File: config.mk
export PLATFORM = sky130hd
export DESIGN_NAME = sprite_palette_arbiter
export DESIGN_NICKNAME = d
export VERILOG_FILES = /design/src/rtl/sprite_palette_arbiter.sv
export SDC_FILE = /design/constraint.sdc
export NUM_CORES = 1
export LEC_CHECK = 0
export CAP_MARGIN = 10
export CELL_PAD_IN_SITES_DETAIL_PLACEMENT = 2
export CELL_PAD_IN_SITES_GLOBAL_PLACEMENT = 2
export CORE_AREA = 2 2 89 91
export CTS_BUF_LIST = sky130_fd_sc_hd__clkbuf_8
export DETAILED_ROUTE_END_ITERATION = 10
export DIE_AREA = 0 0 91 93
export GPL_ROUTABILITY_DRIVEN = 0
export MAX_ROUTING_LAYER = met4
export PLACE_DENSITY_LB_ADDON = 0.1
export SLEW_MARGIN = 20
export SYNTH_ARGS = -nofsm -noshare
export SYNTH_HDL_FRONTEND = slang
export SYNTH_SLANG_ARGS = --single-unit
File: constraint.sdc
create_clock -name Clk -period 1.6 [get_ports Clk]
set_input_delay 0.32 -clock Clk [delete_from_list [all_inputs] [get_ports Clk]]
set_output_delay 0.32 -clock Clk [all_outputs]
set_load 0.03 [all_outputs]
File: src/rtl/sprite_palette_arbiter.sv
// Sprite palette arbiter: two sprite pixel requesters share one combinational
// 16-entry palette. Round-robin grant, index register then RGB register,
// valid/ready backpressure, and a transparent-key flag for the compositor.
module sprite_palette_arbiter #(
    parameter int          TAG_W        = 10,
    parameter logic [3:0]  TRANSP_INDEX = 4'd1
) (
    input  logic             Clk,
    input  logic             Reset_n,
    input  logic             req0_valid,
    input  logic [3:0]       req0_index,
    input  logic [TAG_W-1:0] req0_tag,
    output logic             req0_ready,
    input  logic             req1_valid,
    input  logic [3:0]       req1_index,
    input  logic [TAG_W-1:0] req1_tag,
    output logic             req1_ready,
    output logic [3:0]       pal_index,
    input  logic [3:0]       pal_red,
    input  logic [3:0]       pal_green,
    input  logic [3:0]       pal_blue,
    output logic             out_valid,
    input  logic             out_ready,
    output logic             out_src,
    output logic [TAG_W-1:0] out_tag,
    output logic [11:0]      out_rgb,
    output logic             out_transparent
);

    logic             s1_valid;
    logic             s1_src;
    logic [3:0]       s1_index;
    logic [TAG_W-1:0] s1_tag;
    logic             last_grant;
    logic             stall;
    logic             s1_en;
    logic             grant0;
    logic             grant1;

    function automatic logic is_transp(input logic [3:0] idx);
        return idx == TRANSP_INDEX;
    endfunction

    // A full output register that downstream refuses freezes the whole pipe.
    assign stall = out_valid & ~out_ready;
    assign s1_en = ~stall;

    // last_grant=1 means requester 1 won last, so requester 0 wins a tie next.
    assign grant0 = s1_en & req0_valid & (~req1_valid | last_grant);
    assign grant1 = s1_en & req1_valid & (~req0_valid | ~last_grant);

    assign req0_ready = grant0;
    assign req1_ready = grant1;
    assign pal_index  = s1_index;

    // Stage 1: capture the granted pixel and remember who won.
    always_ff @(posedge Clk or negedge Reset_n) begin
        if (!Reset_n) begin
            s1_valid   <= 1'b0;
            s1_src     <= 1'b0;
            s1_index   <= 4'd0;
            s1_tag     <= '0;
            last_grant <= 1'b1;
        end else if (s1_en) begin
            s1_valid <= grant0 | grant1;
            if (grant0) begin
                s1_src     <= 1'b0;
                s1_index   <= req0_index;
                s1_tag     <= req0_tag;
                last_grant <= 1'b0;
            end else if (grant1) begin
                s1_src     <= 1'b1;
                s1_index   <= req1_index;
                s1_tag     <= req1_tag;
                last_grant <= 1'b1;
            end
        end
    end

    // Stage 2: register the palette response and transparency key.
    always_ff @(posedge Clk or negedge Reset_n) begin
        if (!Reset_n) begin
            out_valid       <= 1'b0;
            out_src         <= 1'b0;
            out_tag         <= '0;
            out_rgb         <= 12'd0;
            out_transparent <= 1'b0;
        end else if (!stall) begin
            out_valid       <= s1_valid;
            out_src         <= s1_src;
            out_tag         <= s1_tag;
            out_rgb         <= {pal_red, pal_green, pal_blue};
            out_transparent <= is_transp(s1_index);
        end
    end

endmodule

## Word level (Yosys, flattened, before mapping)

Index checks and enable logic that the tools add are counted.

| storage, ports and cells | value |
|---|---|
| word-level logic and storage cells | 32 |
| flip-flop bits (word level) | 42 |
| output and inout port bits | 31 |
| input bits | 45 |

| operators by class | value |
|---|---|
| reductions and logical operators | 2 |
| eq/ne operators | 1 |
| multiplexer cells | 6 |
| bitwise gates (word level) | 13 |

Operators by type and width:

| cell | count |
|---|---|
| $mux W10 | 2 |
| $mux W4 | 2 |
| $and A1 B1 Y1 | 5 |
| $not A1 Y1 | 5 |
| $eq A4 B1 Y1 const B | 1 |
| $or A1 B1 Y1 | 3 |
| $mux W1 | 2 |
| $reduce_and A2 Y1 | 1 |
| $reduce_bool A2 Y1 | 1 |

## Logic depth before layout (Yosys ltp)

| logic depth | value |
|---|---|
| depth after elaboration | 7 |
| mapped depth | 6 |
| depth with buffers taken out | 3 |

## Worst setup path after synthesis

OpenSTA, ideal clock, no wires.

| timing path | value |
|---|---|
| path type | reg2reg |
| start point | register out_valid |
| end point | register s1_index[0], in the netlist pal_index[0] |
| arrival time | 1.396 ns |
| path buffers | 3 |
| slack | 0.104 ns |
| period minus slack after synthesis | 1.496 ns |
| setup time | 0.101 ns |
| cell stages (with the launch flop) | 7 |
| cells stage by stage | dfrtp_1 nand2b_1 buf_6 and3_4 buf_6 buf_6 o311ai_2 |

| on the way | value |
|---|---|
| word-level cells in the longest chain between the ends | 6 |

RTL lines:

| item | RTL line | source |
|---|---|---|
| from (decl) | 22 | `output logic out_valid,` |
| from (signal assigned) | 89 | `out_valid <= s1_valid;` |
| $and A1 B1 Y1 (*) | 45 | `assign stall = out_valid & ~out_ready;` |
| $not A1 Y1 (no line) (*) | - |  |
| $and A1 B1 Y1 (*) (2 in a row) | 49 | `assign grant0 = s1_en & req0_valid & (~req1_valid \| last_grant);` |
| named net req0_ready | 13 | `output logic req0_ready,` |
| $reduce_bool A2 Y1 (no line) | - |  |
| $reduce_and A2 Y1 (no line) | - |  |
| to (signal assigned) | 68 | `s1_index <= req0_index;` |
| to (signal assigned) | 73 | `s1_index <= req1_index;` |
| to (decl) | 32 | `logic [3:0] s1_index;` |

The timed path passes the listed nets; every way through them passes the cells marked *.
A chain may end at the register's enable or synchronous reset.

## Worst setup path after layout

| timing path | value |
|---|---|
| start point | register last_grant |
| end point | output req0_ready |

| on the way | value |
|---|---|
| word-level cells in the longest chain between the ends | 2 |

RTL lines:

| item | RTL line | source |
|---|---|---|
| from (decl) | 34 | `logic last_grant;` |
| from (signal assigned) | 63 | `last_grant <= 1'b1;` |
| from (signal assigned) | 70 | `last_grant <= 1'b0;` |
| from (signal assigned) | 75 | `last_grant <= 1'b1;` |
| $or A1 B1 Y1 | 49 |  |
| $and A1 B1 Y1 | 49 |  |
| to (decl) | 13 |  |

Every way passes these cells.

==> report_table.html <==
<table>
<tr><th>Metric</th><th>Value</th></tr>
<tr><th colspan="2">Global route</th></tr>
<tr><td>Combined global-route utilization of all metal layers</td><td>16.7%</td></tr>
<tr><td>Pin count of the biggest net entering global routing</td><td>28</td></tr>
<tr><td>Number of antenna violations at the first check in global routing</td><td>0</td></tr>
<tr><td>Wire length of the first global-routing pass</td><td>10800 um</td></tr>
<tr><td>Total grt overflow</td><td>0</td></tr>
<tr><td>Number of global-route vias before repair</td><td>2051</td></tr>
<tr><th colspan="2">STA</th></tr>
<tr><td>Unrepaired setup endpoints after global routing</td><td>yes</td></tr>
<tr><td>Worst slew margin relative to its limit</td><td>60.8%</td></tr>
<tr><td>Count of endpoints failing setup in the final report</td><td>1</td></tr>
<tr><td>Hold violation total from the final report</td><td>0</td></tr>
<tr><td>Final slew viol count</td><td>0</td></tr>
<tr><td>Final Hold Slack</td><td>0.424 ns</td></tr>
<tr><td>Achievable frequency</td><td>0.615 GHz</td></tr>
<tr><td>Post-Route Skew</td><td>0.00780 ns</td></tr>
<tr><td>Slack of the critical path</td><td>-0.0257 ns</td></tr>
<tr><td>Transition time at the pin with the least slew margin</td><td>approximately 0.59 ns</td></tr>
<tr><td>Final critical-path share of the clock period</td><td>102%</td></tr>
<tr><td>Time the worst path needs with I/O delays and setup</td><td>1.63 ns</td></tr>
<tr><th colspan="2">Routing</th></tr>
<tr><td>Routed via count divided by cell count</td><td>4.64</td></tr>
<tr><td>Number of nets still failing antenna checks after routing</td><td>0</td></tr>
<tr><td>DRT Wirelength</td><td>6340 um</td></tr>
<tr><td>Via total after detailed routing</td><td>1823</td></tr>
<tr><td>DRC errors left</td><td>0</td></tr>
<tr><td>Number of search-and-repair iterations in the first detailed-routing pass</td><td>4</td></tr>
<tr><td>Avg WL per Cell</td><td>roughly 16 um</td></tr>
<tr><td>Number of DRC markers in iteration 0</td><td>92</td></tr>
<tr><th colspan="2">Synthesis</th></tr>
<tr><td>Netlist area before placement</td><td>1900 um^2</td></tr>
<tr><td>Post-synthesis register bit count</td><td>42</td></tr>
<tr><td>Cell count after synthesis</td><td>between 200 and 250</td></tr>
<tr><td>Sequential area share after synthesis</td><td>between 50 and 60%</td></tr>
<tr><td>Avg Synthesized Cell Area</td><td>9.47 um^2</td></tr>
<tr><td>Synth warnings</td><td>0</td></tr>
<tr><td>Net count of the mapped netlist</td><td>approximately 250</td></tr>
<tr><td>Synth cell types</td><td>24</td></tr>
<tr><th colspan="2">Final layout</th></tr>
<tr><td>Post-layout util</td><td>39.9%</td></tr>
<tr><td>Final non-filler cell area</td><td>roughly 3000 um^2</td></tr>
<tr><td>Share of post-route cells with drive strength above 1</td><td>17.2%</td></tr>
<tr><td>Total of fill cells in the finished design</td><td>866</td></tr>
<tr><td>Final nets</td><td>between 300 and 400</td></tr>
<tr><td>Count of antenna diodes in the layout</td><td>0</td></tr>
<tr><td>Synth-to-Final Area Change</td><td>57.7%</td></tr>
<tr><th colspan="2">Clock network</th></tr>
<tr><td>Clock tree from TritonCTS</td><td>built</td></tr>
<tr><td>Total number of H-tree levels</td><td>2</td></tr>
<tr><td>CTS clock-pin slew for the worst setup and hold paths</td><td>0.09 ns</td></tr>
<tr><td>Cts bufs inserted</td><td>5</td></tr>
<tr><td>Clock net sink count</td><td>between 40 and 50</td></tr>
<tr><td>Source-to-sink clock delay at the later pin of the worst-skew pair</td><td>0.30 ns</td></tr>
<tr><td>Maximum number of buffers from clock root to sink</td><td>2</td></tr>
<tr><td>Cell at the root of the clock tree</td><td>sky130_fd_sc_hd__clkbuf_8</td></tr>
<tr><th colspan="2">Critical path</th></tr>
<tr><td>Required time of the critical path</td><td>1.28 ns</td></tr>
<tr><td>Critical Path Fanout Max</td><td>3</td></tr>
<tr><td>Setup crit start kind</td><td>flop</td></tr>
<tr><td>Data arrival time of the critical path</td><td>1.31 ns</td></tr>
<tr><td>Type of the worst setup path</td><td>reg -&gt; out</td></tr>
<tr><td>Critical Path End Type</td><td>output port</td></tr>
<tr><td>Flop-to-flop setup slack</td><td>0.13 ns</td></tr>
<tr><th colspan="2">Min path</th></tr>
<tr><td>Min-Delay Path Class</td><td>in -&gt; async</td></tr>
<tr><th colspan="2">Status</th></tr>
<tr><td>Result of the run</td><td>finished, violations left</td></tr>
<tr><td>Failing checks</td><td>setup timing</td></tr>
<tr><th colspan="2">Floorplan</th></tr>
<tr><td>Die Footprint</td><td>8460 um^2</td></tr>
<tr><td>Initial core utilization</td><td>between 20 and 30%</td></tr>
<tr><td>Number of rows in the core area</td><td>32</td></tr>
<tr><td>Y dimension of the die</td><td>93 um</td></tr>
<tr><td>Top-level port count</td><td>76</td></tr>
<tr><td>Horizontal die dimension</td><td>91 um</td></tr>
<tr><td>Core outline area</td><td>7530 um^2</td></tr>
<tr><th colspan="2">Placed design</th></tr>
<tr><td>Pre-CTS setup slack</td><td>-0.405 ns</td></tr>
<tr><td>Total of buffers placed on input and output ports</td><td>between 70 and 80</td></tr>
<tr><td>Dpl hpwl</td><td>4520 um</td></tr>
<tr><td>Dpl cell area</td><td>2850 um^2</td></tr>
<tr><th colspan="2">Power and ir drop</th></tr>
<tr><td>IR Drop Worst-Case VDD</td><td>slightly above 400 uV</td></tr>
<tr><td>Leakage power</td><td>~1.4 nW</td></tr>
<tr><td>Total power divided by cell area</td><td>roughly 1200 nW/um^2</td></tr>
<tr><th colspan="2">Run</th></tr>
<tr><td>MaxCap Viol Count</td><td>0</td></tr>
</table>
-- cell families (layout without fill, tap and decap cells) --
logic type	after synthesis	count (layout)	synth area share, %
buffers and inverters	30	120	7.23
and+or+nand+nor	96	96	22.3
DFF	42	42	55.3
AOI/OAI and AO/OA	33	33	15.2
-- synth_stat cells --
master,n,area [um^2]
sky130_fd_sc_hd__a21o_1,1,7.51
sky130_fd_sc_hd__a21oi_1,1,5.00
sky130_fd_sc_hd__a31oi_1,1,6.26
sky130_fd_sc_hd__and3_1,1,6.26
sky130_fd_sc_hd__and3_4,1,11.3
sky130_fd_sc_hd__buf_2,1,5.00
sky130_fd_sc_hd__buf_6,3,33.8
sky130_fd_sc_hd__clkbuf_1,11,41.3
sky130_fd_sc_hd__clkbuf_2,1,5.00
sky130_fd_sc_hd__dfrtp_1,41,1030
sky130_fd_sc_hd__dfstp_2,1,26.3
sky130_fd_sc_hd__inv_1,14,52.6
sky130_fd_sc_hd__nand2_1,74,278
sky130_fd_sc_hd__nand2b_1,2,12.5
sky130_fd_sc_hd__nand2b_2,1,8.76
sky130_fd_sc_hd__nand4_1,14,87.6
sky130_fd_sc_hd__nor2_1,1,3.75
sky130_fd_sc_hd__nor2b_1,1,6.26
sky130_fd_sc_hd__o21ai_0,15,75.1
sky130_fd_sc_hd__o21ai_1,1,5.00
sky130_fd_sc_hd__o311ai_0,4,35.0
sky130_fd_sc_hd__o311ai_1,1,8.76
sky130_fd_sc_hd__o311ai_2,9,146
sky130_fd_sc_hd__or4b_2,1,10.0
-- path summary, 6_finish.rpt --
path                                        start                      to  cells after the start
hold reg to reg              s1_valid$_DFFE_PN0N_   out_valid$_DFFE_PN0N_                      1
setup / recovery           last_grant$_DFFE_PN1P_              req0_ready                      3
min in group Clk             s1_valid$_DFFE_PN0N_   out_valid$_DFFE_PN0N_                      1
hold / removal                            Reset_n  out_rgb[0]$_DFFE_PN0N_                      2
setup reg to reg           last_grant$_DFFE_PN1P_   s1_tag[5]$_DFFE_PN0P_                      5
max in group asynchronous                 Reset_n  last_grant$_DFFE_PN1P_                      3
-- power breakdown --
| group | internal [mW] | total (mW) | switching, mW |
|---|---|---|---|
| logic | 0.486 | 1.19 | 0.704 |
| registers | 1.28 | 1.40 | 0.119 |
| clock network | 0.503 | 0.885 | 0.381 |
-- critical path, stage by stage (launching register included) --
cell,delay [ns]
sky130_fd_sc_hd__dfstp_2,0.54
sky130_fd_sc_hd__nand2b_2,0.12
sky130_fd_sc_hd__and3_4,0.21
sky130_fd_sc_hd__buf_6,0.13
-- repair_timing --
| action | CTS | global route |
|---|---|---|
| endpoints found under the setup margin | 44 | 2 |
| endpoints found under the hold margin | 10 | 0 |
| gates cloned | 0 | 0 |
| buffers inserted | 3 | 2 |
| hold buffers | 1 | 0 |
| pin swaps | 1 | 1 |
| resized for setup | 38 | 0 |
-- area by class of cell --
type | instances | area [um^2] | area share, %
multi-input combinational | 129 | 739 | 24.6
timing repair buffer | 98 | 912 | 30.4
inverter | 14 | 52.6 | 1.75
clock buffer | 6 | 82.6 | 2.75
sequential | 42 | 1050 | 35.1
clock inverter | 2 | 33.8 | 1.13
tap | 102 | 128 | 4.25
-- placed cells by master (no fill, tap or decap), types with 2 or more instances in the layout --
master                            count
sky130_fd_sc_hd__nand2_1             74
sky130_fd_sc_hd__dfrtp_1             41
sky130_fd_sc_hd__clkdlybuf4s50_1     40
sky130_fd_sc_hd__dlygate4sd2_1       32
sky130_fd_sc_hd__buf_4               19
sky130_fd_sc_hd__inv_1               15
sky130_fd_sc_hd__o21ai_0             15
sky130_fd_sc_hd__nand4_1             14
sky130_fd_sc_hd__o311ai_2             9
sky130_fd_sc_hd__clkbuf_8             6
sky130_fd_sc_hd__o311ai_0             4
sky130_fd_sc_hd__buf_6                3
sky130_fd_sc_hd__and3_4               2
sky130_fd_sc_hd__buf_12               2
-- metrics by stage --
step                TNS, ns  cells  total power [mW]
floorplan                 0    201              2.06
global placement      -5.25    379              2.65
detailed placement    -5.37    379              2.69
CTS                 -0.0748    391              3.53
global route        -0.0720    393              3.68
finish              -0.0257    393              3.47
-- per-layer routing --
metal	vias to the layer above	track usage [%]	wire [um]
li1	851	-	-
met1	906	21.5	2860
met2	61	27.3	3160
met3	5	2.66	246
met4	0	5.30	77
met5	-	-	0
-- registers in the layout, indices dropped and copies added, names as in the netlist --
register and cells:
out_src 1, s1_tag 10, s1_src 1, out_rgb 12, pal_index 4, last_grant 1
out_tag 10, out_valid 1, out_transparent 1, s1_valid 1
Note: power is estimated with default switching activity, not from simulation.
